[config.mk]
export PLATFORM = sky130hd
export DESIGN_NAME = uart_rx_param
export DESIGN_NICKNAME = d
export VERILOG_FILES = /design/src/rtl/uart_rx_param.sv
export SDC_FILE = /design/constraint.sdc
export NUM_CORES = 1
export LEC_CHECK = 0
export ABC_AREA = 1
export BUFFER_PORTS_ARGS = -buffer_cell sky130_fd_sc_hd__buf_2
export CORE_MARGIN = 2
export CORE_UTILIZATION = 59
export CTS_CLUSTER_DIAMETER = 80
export DETAILED_ROUTE_END_ITERATION = 10
export PLACE_DENSITY_LB_ADDON = 0.2
export SLEW_MARGIN = 30
export SYNTH_ARGS = -nofsm -noshare
export SYNTH_HDL_FRONTEND = slang
export SYNTH_SLANG_ARGS = --single-unit
[constraint.sdc]
create_clock -name clk -period 1.61 [get_ports clk]
set_input_delay 0 -clock clk [delete_from_list [all_inputs] [get_ports clk]]
set_output_delay 0 -clock clk [all_outputs]
set_load 0.005 [all_outputs]
[src/rtl/uart_rx_param.sv]
// Parametrised UART receiver: synchronised input, glitch-filtered start, mid-bit sampling,
// per-word parity/framing flags, sticky overrun, valid/ack handshake plus legacy toggle.
module uart_rx_param #(
    parameter int CLK_PER_BIT = 10416,
    parameter int DATA_BITS   = 8,
    parameter int PARITY      = 0,
    parameter int STOP_BITS   = 1,
    parameter int SYNC_STAGES = 2
) (
    input  logic                 clk,
    input  logic                 rst,
    input  logic                 rx,
    input  logic                 rx_ack,
    output logic [DATA_BITS-1:0] rx_data,
    output logic                 rx_valid,
    output logic                 rx_toggle,
    output logic                 parity_err,
    output logic                 frame_err,
    output logic                 overrun_err
);
    localparam int            CW        = $clog2(CLK_PER_BIT);
    localparam logic [CW-1:0] LAST_CNT  = CW'(CLK_PER_BIT - 1);
    localparam logic [CW-1:0] HALF_CNT  = CW'(CLK_PER_BIT / 2 - 1);
    localparam logic [3:0]    LAST_DATA = 4'(DATA_BITS - 1);
    localparam logic [3:0]    LAST_STOP = 4'(STOP_BITS - 1);
    localparam logic          PAR_ODD   = (PARITY == 1);

    // state     | meaning
    // S_IDLE    | line idle, waiting for rxs low
    // S_START   | half-bit wait, then confirm start bit (high = glitch)
    // S_DATA    | sample data bits at bit centre, LSB first
    // S_PARITY  | sample parity bit and compare with data
    // S_STOP    | sample each stop bit, accumulate framing error
    // S_DELIVER | one cycle: publish word and flags
    // S_BREAK   | framing error seen, wait for line to return high
    typedef enum logic [2:0] {
        S_IDLE, S_START, S_DATA, S_PARITY, S_STOP, S_DELIVER, S_BREAK
    } state_t;

    state_t                 r_state, w_state_nxt;
    logic [SYNC_STAGES-1:0] r_sync;
    logic [CW-1:0]          r_bitcnt, w_bitcnt_nxt;
    logic [3:0]             r_idx, w_idx_nxt;
    logic [DATA_BITS-1:0]   r_shift, w_shift_nxt;
    logic                   r_perr, w_perr_nxt;
    logic                   r_ferr, w_ferr_nxt;
    logic                   w_rxs;
    logic                   w_bit_end;
    logic                   w_deliver;

    assign w_rxs     = r_sync[SYNC_STAGES-1];
    assign w_bit_end = (r_bitcnt == LAST_CNT);

    always_ff @(posedge clk) begin
        if (!rst) begin
            r_state  <= S_IDLE;
            r_sync   <= '1;
            r_bitcnt <= '0;
            r_idx    <= '0;
            r_shift  <= '0;
            r_perr   <= 1'b0;
            r_ferr   <= 1'b0;
        end else begin
            r_state  <= w_state_nxt;
            r_sync   <= {r_sync[SYNC_STAGES-2:0], rx};
            r_bitcnt <= w_bitcnt_nxt;
            r_idx    <= w_idx_nxt;
            r_shift  <= w_shift_nxt;
            r_perr   <= w_perr_nxt;
            r_ferr   <= w_ferr_nxt;
        end
    end

    always_comb begin
        w_state_nxt  = r_state;
        w_bitcnt_nxt = w_bit_end ? '0 : r_bitcnt + 1'b1;
        w_idx_nxt    = r_idx;
        w_shift_nxt  = r_shift;
        w_perr_nxt   = r_perr;
        w_ferr_nxt   = r_ferr;
        w_deliver    = 1'b0;
        unique case (r_state)
            S_IDLE: begin
                w_bitcnt_nxt = '0;
                if (!w_rxs) begin
                    w_state_nxt = S_START;
                    w_perr_nxt  = 1'b0;
                    w_ferr_nxt  = 1'b0;
                end
            end
            S_START: begin
                if (r_bitcnt == HALF_CNT) begin
                    w_bitcnt_nxt = '0;
                    w_idx_nxt    = '0;
                    w_state_nxt  = w_rxs ? S_IDLE : S_DATA;
                end
            end
            S_DATA: begin
                // Shifting in at the MSB leaves the first wire bit at the LSB after DATA_BITS shifts.
                if (w_bit_end) begin
                    w_shift_nxt = {w_rxs, r_shift[DATA_BITS-1:1]};
                    if (r_idx == LAST_DATA) begin
                        w_idx_nxt   = '0;
                        w_state_nxt = (PARITY != 0) ? S_PARITY : S_STOP;
                    end else begin
                        w_idx_nxt = r_idx + 1'b1;
                    end
                end
            end
            S_PARITY: begin
                if (w_bit_end) begin
                    w_perr_nxt  = ((^r_shift) ^ w_rxs) != PAR_ODD;
                    w_state_nxt = S_STOP;
                end
            end
            S_STOP: begin
                if (w_bit_end) begin
                    w_ferr_nxt = r_ferr | ~w_rxs;
                    if (r_idx == LAST_STOP) begin
                        w_state_nxt = S_DELIVER;
                    end else begin
                        w_idx_nxt = r_idx + 1'b1;
                    end
                end
            end
            S_DELIVER: begin
                w_deliver    = 1'b1;
                w_bitcnt_nxt = '0;
                w_state_nxt  = r_ferr ? S_BREAK : S_IDLE;
            end
            S_BREAK: begin
                w_bitcnt_nxt = '0;
                if (w_rxs) begin
                    w_state_nxt = S_IDLE;
                end
            end
            default: w_state_nxt = S_IDLE;
        endcase
    end

    // Delivery takes priority over a same-cycle ack so a fresh word is never lost.
    always_ff @(posedge clk) begin
        if (!rst) begin
            rx_data     <= '0;
            rx_valid    <= 1'b0;
            rx_toggle   <= 1'b0;
            parity_err  <= 1'b0;
            frame_err   <= 1'b0;
            overrun_err <= 1'b0;
        end else if (w_deliver) begin
            rx_data    <= r_shift;
            parity_err <= r_perr;
            frame_err  <= r_ferr;
            rx_valid   <= 1'b1;
            rx_toggle  <= ~rx_toggle;
            if (rx_valid && !rx_ack) begin
                overrun_err <= 1'b1;
            end
        end else if (rx_ack) begin
            rx_valid    <= 1'b0;
            overrun_err <= 1'b0;
        end
    end

endmodule

Word-level counts from Yosys, hierarchy flattened
Index checks and enable logic that the tools add are counted.
{"block": "totals", "romBits": 0, "mem_bits_rw": 0, "word_cells": 84, "inputBits": 4, "mem_count": 0, "register_bits": 46, "latchBits": 0, "out_inout_bits": 13}
{"block": "op_classes", "add_sub_neg": 2, "n_eq_ne": 19, "shift": 0, "multipliers": 0, "n_bitwise": 4, "reduce_logical": 16, "n_lt_le_gt_ge": 0, "n_div": 0, "n_mux": 30}
{"op": "2-to-1 mux 14 bit", "n": 2}
{"op": "case mux 14 bit (2 select lines)", "n": 1}
{"op": "2-to-1 mux 3 bit", "n": 9}
{"op": "case mux 3 bit (7 select lines)", "n": 1}
{"op": "2-to-1 mux 4 bit", "n": 5}
{"op": "!= test 2 bit (second input constant)", "n": 9}
{"op": "adder 14 x 1 -> 14 bit (second input constant)", "n": 1}
{"op": "equality test 14 x 13 -> 1 bit (second input constant)", "n": 1}
{"op": "equality test 14 bit (second input constant)", "n": 1}
{"op": "case mux 4 bit (3 select lines)", "n": 1}
{"op": "equality test 3 bit (second input constant)", "n": 3}
{"op": "2-to-1 mux 1 bit", "n": 8}
{"op": "AND reduction 8 bit", "n": 1}
{"op": "XOR reduction 8 bit", "n": 1}
{"op": "equality test 3 x 2 -> 1 bit (second input constant)", "n": 2}
{"op": "AND reduction 3 bit", "n": 2}
{"op": "nonzero test 2 bit", "n": 3}
{"op": "AND reduction 5 bit", "n": 1}
{"op": "adder 4 x 1 -> 4 bit (second input constant)", "n": 1}
{"op": "equality test 4 x 3 -> 1 bit (second input constant)", "n": 1}
{"op": "logical NOT 4 bit", "n": 1}
{"op": "case mux 1 bit (2 select lines)", "n": 2}
{"op": "AND reduction 2 bit", "n": 2}
{"op": "equality test 3 x 1 -> 1 bit (second input constant)", "n": 1}
{"op": "other kinds (10)", "n": 11}

Logic depth before layout (Yosys ltp)
{"block": "logic_depth", "depth_word": 4, "depth_mapped": 11, "mapped_depth_nobuf": 10}

Worst setup path after synthesis
OpenSTA, ideal clock, no wires.
{"block": "synth_timing", "path_type": "reg2reg", "start": "register r_bitcnt[0]", "end": "register r_bitcnt[12]", "synth_period_minus_slack_ps": 1487, "setup_time_ps": 115, "path_stages_with_launch": 10, "t_arrival_ps": 1372, "slack_ps": 123, "path_cell_list": "dfxtp_1 ha_1 nand3_1 nor3_2 nand2_1 nor2_2 nand2_1 nor2_1 nor2_1 and2_1"}
{"block": "synth_via", "elab_chain_len": 4}
{"item": "from (decl)", "line": "42", "text": "logic [CW-1:0] r_bitcnt, w_bitcnt_nxt;"}
{"item": "from (signal assigned)", "line": "66", "text": "r_bitcnt <= w_bitcnt_nxt;"}
{"item": "adder 14 x 1 -> 14 bit or equality test 14 bit (tied branches)", "line": "76, 52"}
{"item": "2-to-1 mux 14 bit", "line": "76", "text": "w_bitcnt_nxt = w_bit_end ? '0 : r_bitcnt + 1'b1;"}
{"item": "2-to-1 mux 14 bit", "line": "92", "text": "if (r_bitcnt == HALF_CNT) begin"}
{"item": "case mux 14 bit (2 select lines) (*)", "line": "82", "text": "unique case (r_state)"}
Mark *: on every way between the ends. The rest lies on a longest branch, timed or not.
A chain may end at the register's enable or synchronous reset.

Worst setup path in the final report
Same ends and word-level chain as after synthesis.

==> metrics.yaml <==
routed-wl-met3_um: 132
drtPass1Iterations: 4
hpwl_um: 3050
holdPathStages: 4
post-route-drc-count: 0
period_minus_slack_ps: 1530
cp_num_cells: 9
wl_met1_um: 2100
diodes: 0
fp-row-count: 22
synth-xor-area-share_pct: 2.80
synth_area_um2: 2190
end_kind: "flip-flop"
finalHoldViolCount: 0
grt_pass1_vias: 1766
drt_iter0_drc: 86
ys_types: 29
hold_path_class: "in -> reg"
fmax_mhz: 653
layout-drive-gt1-share_pct: 21.5
p_leak_nw: 1.07
rsz0062_at_grt: "true"
overflow: 0
track_usage_pct: 22.5
cap_violations: 0
wl_met2_um: 2090
path_delay_family: "simple AND/OR/NAND/NOR gates"
path_cells: "ha_4 -> nand3_4 -> nor3_4 -> nand2_1 -> nor2_2 -> nand2_2 -> nor2_2 -> nor2_1 -> and2_1"
synth_top_area_cell: "dfxtp_1"
synth_compound_area_share_pct: 13.9
vias_per_cell: 5.08
ys_seq_elements: 46
core_area_um2: 3610
cts_tree: "yes"
design_area_um2: 2550
vdd_drop_max_uv: 632
clock-sinks: 46
status: "completed"
finalSetupTns_ps: 0
crit_path_start_kind: "flip-flop"
worst_pin_slew_ps: 314
clk_pin_slew_ps: 90
cts_made_buffers: 5
skew_ps: 9.97
slowest_delay_ps: 360
synth_area_leaders: "dfxtp_1, nand2_1, nor2_1, a21oi_1, inv_1"
synth.avg_cell_area_um2: 7.10
ys.warnings.count: 0
numPortBuffers: 16
dieWidth_um: 65.0
grt_max_degree: 22
wire_per_inst_um: 11.3
antenna_found_initial: 0
maxUsedRoutingLayer: "met4"
grt_pass1_wl_um: 7510
ys.flop_type: "dfxtp_1"
htreeDepth: 2
num-nets-final: 347
dieHeight_um: 65.0
reg2reg_depth: 9
clk_latency_ps: 290
via_count: 1972
post_dp_cell_area_um2: 2360
worstSetupPathType: "reg -> reg"
synthAdderAreaFrac_pct: 1.71
finalWeightedCongestion: 0.889
ios: 17
arrival_ps: 1720
path_buf_inv: 0
crit_top_cell: "nor2_2"
cts_buffer_depth: 2
power_density_nw_per_um2: 864
area_growth_pct: 16.1
synth_edf_count: 0
crit_fanout: 4
fin_crit_sh_pct: 95.2
slowest_stage: "dfxtp_2"
ant_nets: 0
async_reset_ff_share_pct: 0
synth_commonest_cells: "nand2_1, nor2_1, dfxtp_1"
yosysTopAreaCellShare_pct: 42.0
muxShareOfSynthArea_pct: 0
synth-simple-area-share_pct: 31.2
syn_inst: 309
seq_area_frac_synth_pct: 42.0
synth_fp_nets: 316
routed_wl_um: 4390
finalMaxSlewViolations: 0
start_util_pct: 60.8
critPathRequiredTime_ps: 1800
synth_top_family_by_area: "simple AND/OR/NAND/NOR gates"
die_area_um2: 4220
clock-root-buffer: "clkbuf_8"
setup_viol: 0
slew_headroom_pct: 79.0
[report_power, final]
group / switching, mW / internal, mW
registers: 0.0282 / 1.17
logic: 0.205 / 0.135
clock network: 0.367 / 0.298
[path summary, 6_finish.rpt]
| path | slack, ps | endpoint | startpoint |
|---|---|---|---|
| setup reg to reg | 80 | r_bitcnt[12] | r_bitcnt[0] |
| hold / removal | 110 | rx_valid | rst |
| hold reg to reg | 420 | r_sync[1] | r_sync[0] |
| setup / recovery | 80 | r_bitcnt[12] | r_bitcnt[0] |
[state kept, by name, indices dropped and copies added, names as in the netlist, 2 cells and up]
signal,count
rx_data,8
r_state,3
r_shift,8
r_sync,2
r_bitcnt,14
r_idx,4
[tightest hold or removal path: stages]
cell and delay (ps):
buf_2 110, clkinv_1 40, buf_4 150, a21oi_1 50
[per-stage QoR]
| step | power, mW | hold slack (ps) | setup WS, ps | cells | util (%) |
|---|---|---|---|---|---|
| final | 2.20 | 105 | 77.6 | 388 | 70.6 |
| after detailed placement | 1.53 | 197 | -21.9 | 375 | 65.5 |
| after global placement | 1.53 | 188 | 52.2 | 375 | 65.5 |
| after global routing | 2.32 | 104 | -59.9 | 388 | 70.6 |
| after CTS | 2.20 | 99.8 | 17.1 | 386 | 68.9 |
| after floorplan | 1.46 | 107 | 123 | 309 | - |
[routing by layer]
layer  vias up  GRT usage (%)
met5         -              0
met4         0           9.31
met3         9           4.69
met2        33           37.2
met1       872           28.5
li1       1058              -
[cell families (layout without fill, tap and decap cells)]
family                     after synthesis  in the layout
and+or+nand+nor                        147            147
adders and majority gates                3              3
xor gates and xnor gates                 7              7
DFF                                     46             46
AOI/OAI and AO/OA                       60             60
buffers and inverters                   46             77
[area by class of cell]
| cell class | count | area (um^2) |
|---|---|---|
| Clock inverter | 1 | 7.51 |
| Clock buffer | 6 | 72.6 |
| Sequential cell | 46 | 928 |
| Fill cell | 327 | 1060 |
| Tap cell | 48 | 60.1 |
| Inverter | 39 | 146 |
| Multi-Input combinational cell | 217 | 1130 |
| Timing Repair Buffer | 31 | 198 |
[layout by cell type, fill, tap and decap left out, types with 3 or more instances in the layout]
master | synthesis | final
a21oi_1 | 31 | 31
buf_2 | 3 | 16
buf_4 | 0 | 13
clkbuf_8 | 0 | 5
clkinv_1 | 3 | 3
dfxtp_1 | 46 | 40
dfxtp_2 | 0 | 6
inv_1 | 29 | 29
inv_2 | 7 | 7
nand2_1 | 49 | 48
nand2_2 | 6 | 6
nand3_1 | 14 | 13
nand3_2 | 4 | 4
nand4_1 | 7 | 7
nor2_1 | 49 | 46
nor2_2 | 2 | 5
nor3_1 | 5 | 5
nor3_2 | 4 | 3
nor3b_1 | 3 | 3
o21ai_0 | 21 | 18
o21ai_1 | 6 | 9
xor2_1 | 5 | 5
[repair_timing]
action                                 CTS  global route
setup endpoints to repair               12            31
setup buffers                            2             2
pin swaps                                1             4
resized for setup                        1            18
hold buffers                             2             0
endpoints found under the hold margin    2             0
No activity file was read; power rests on OpenSTA's default activity.
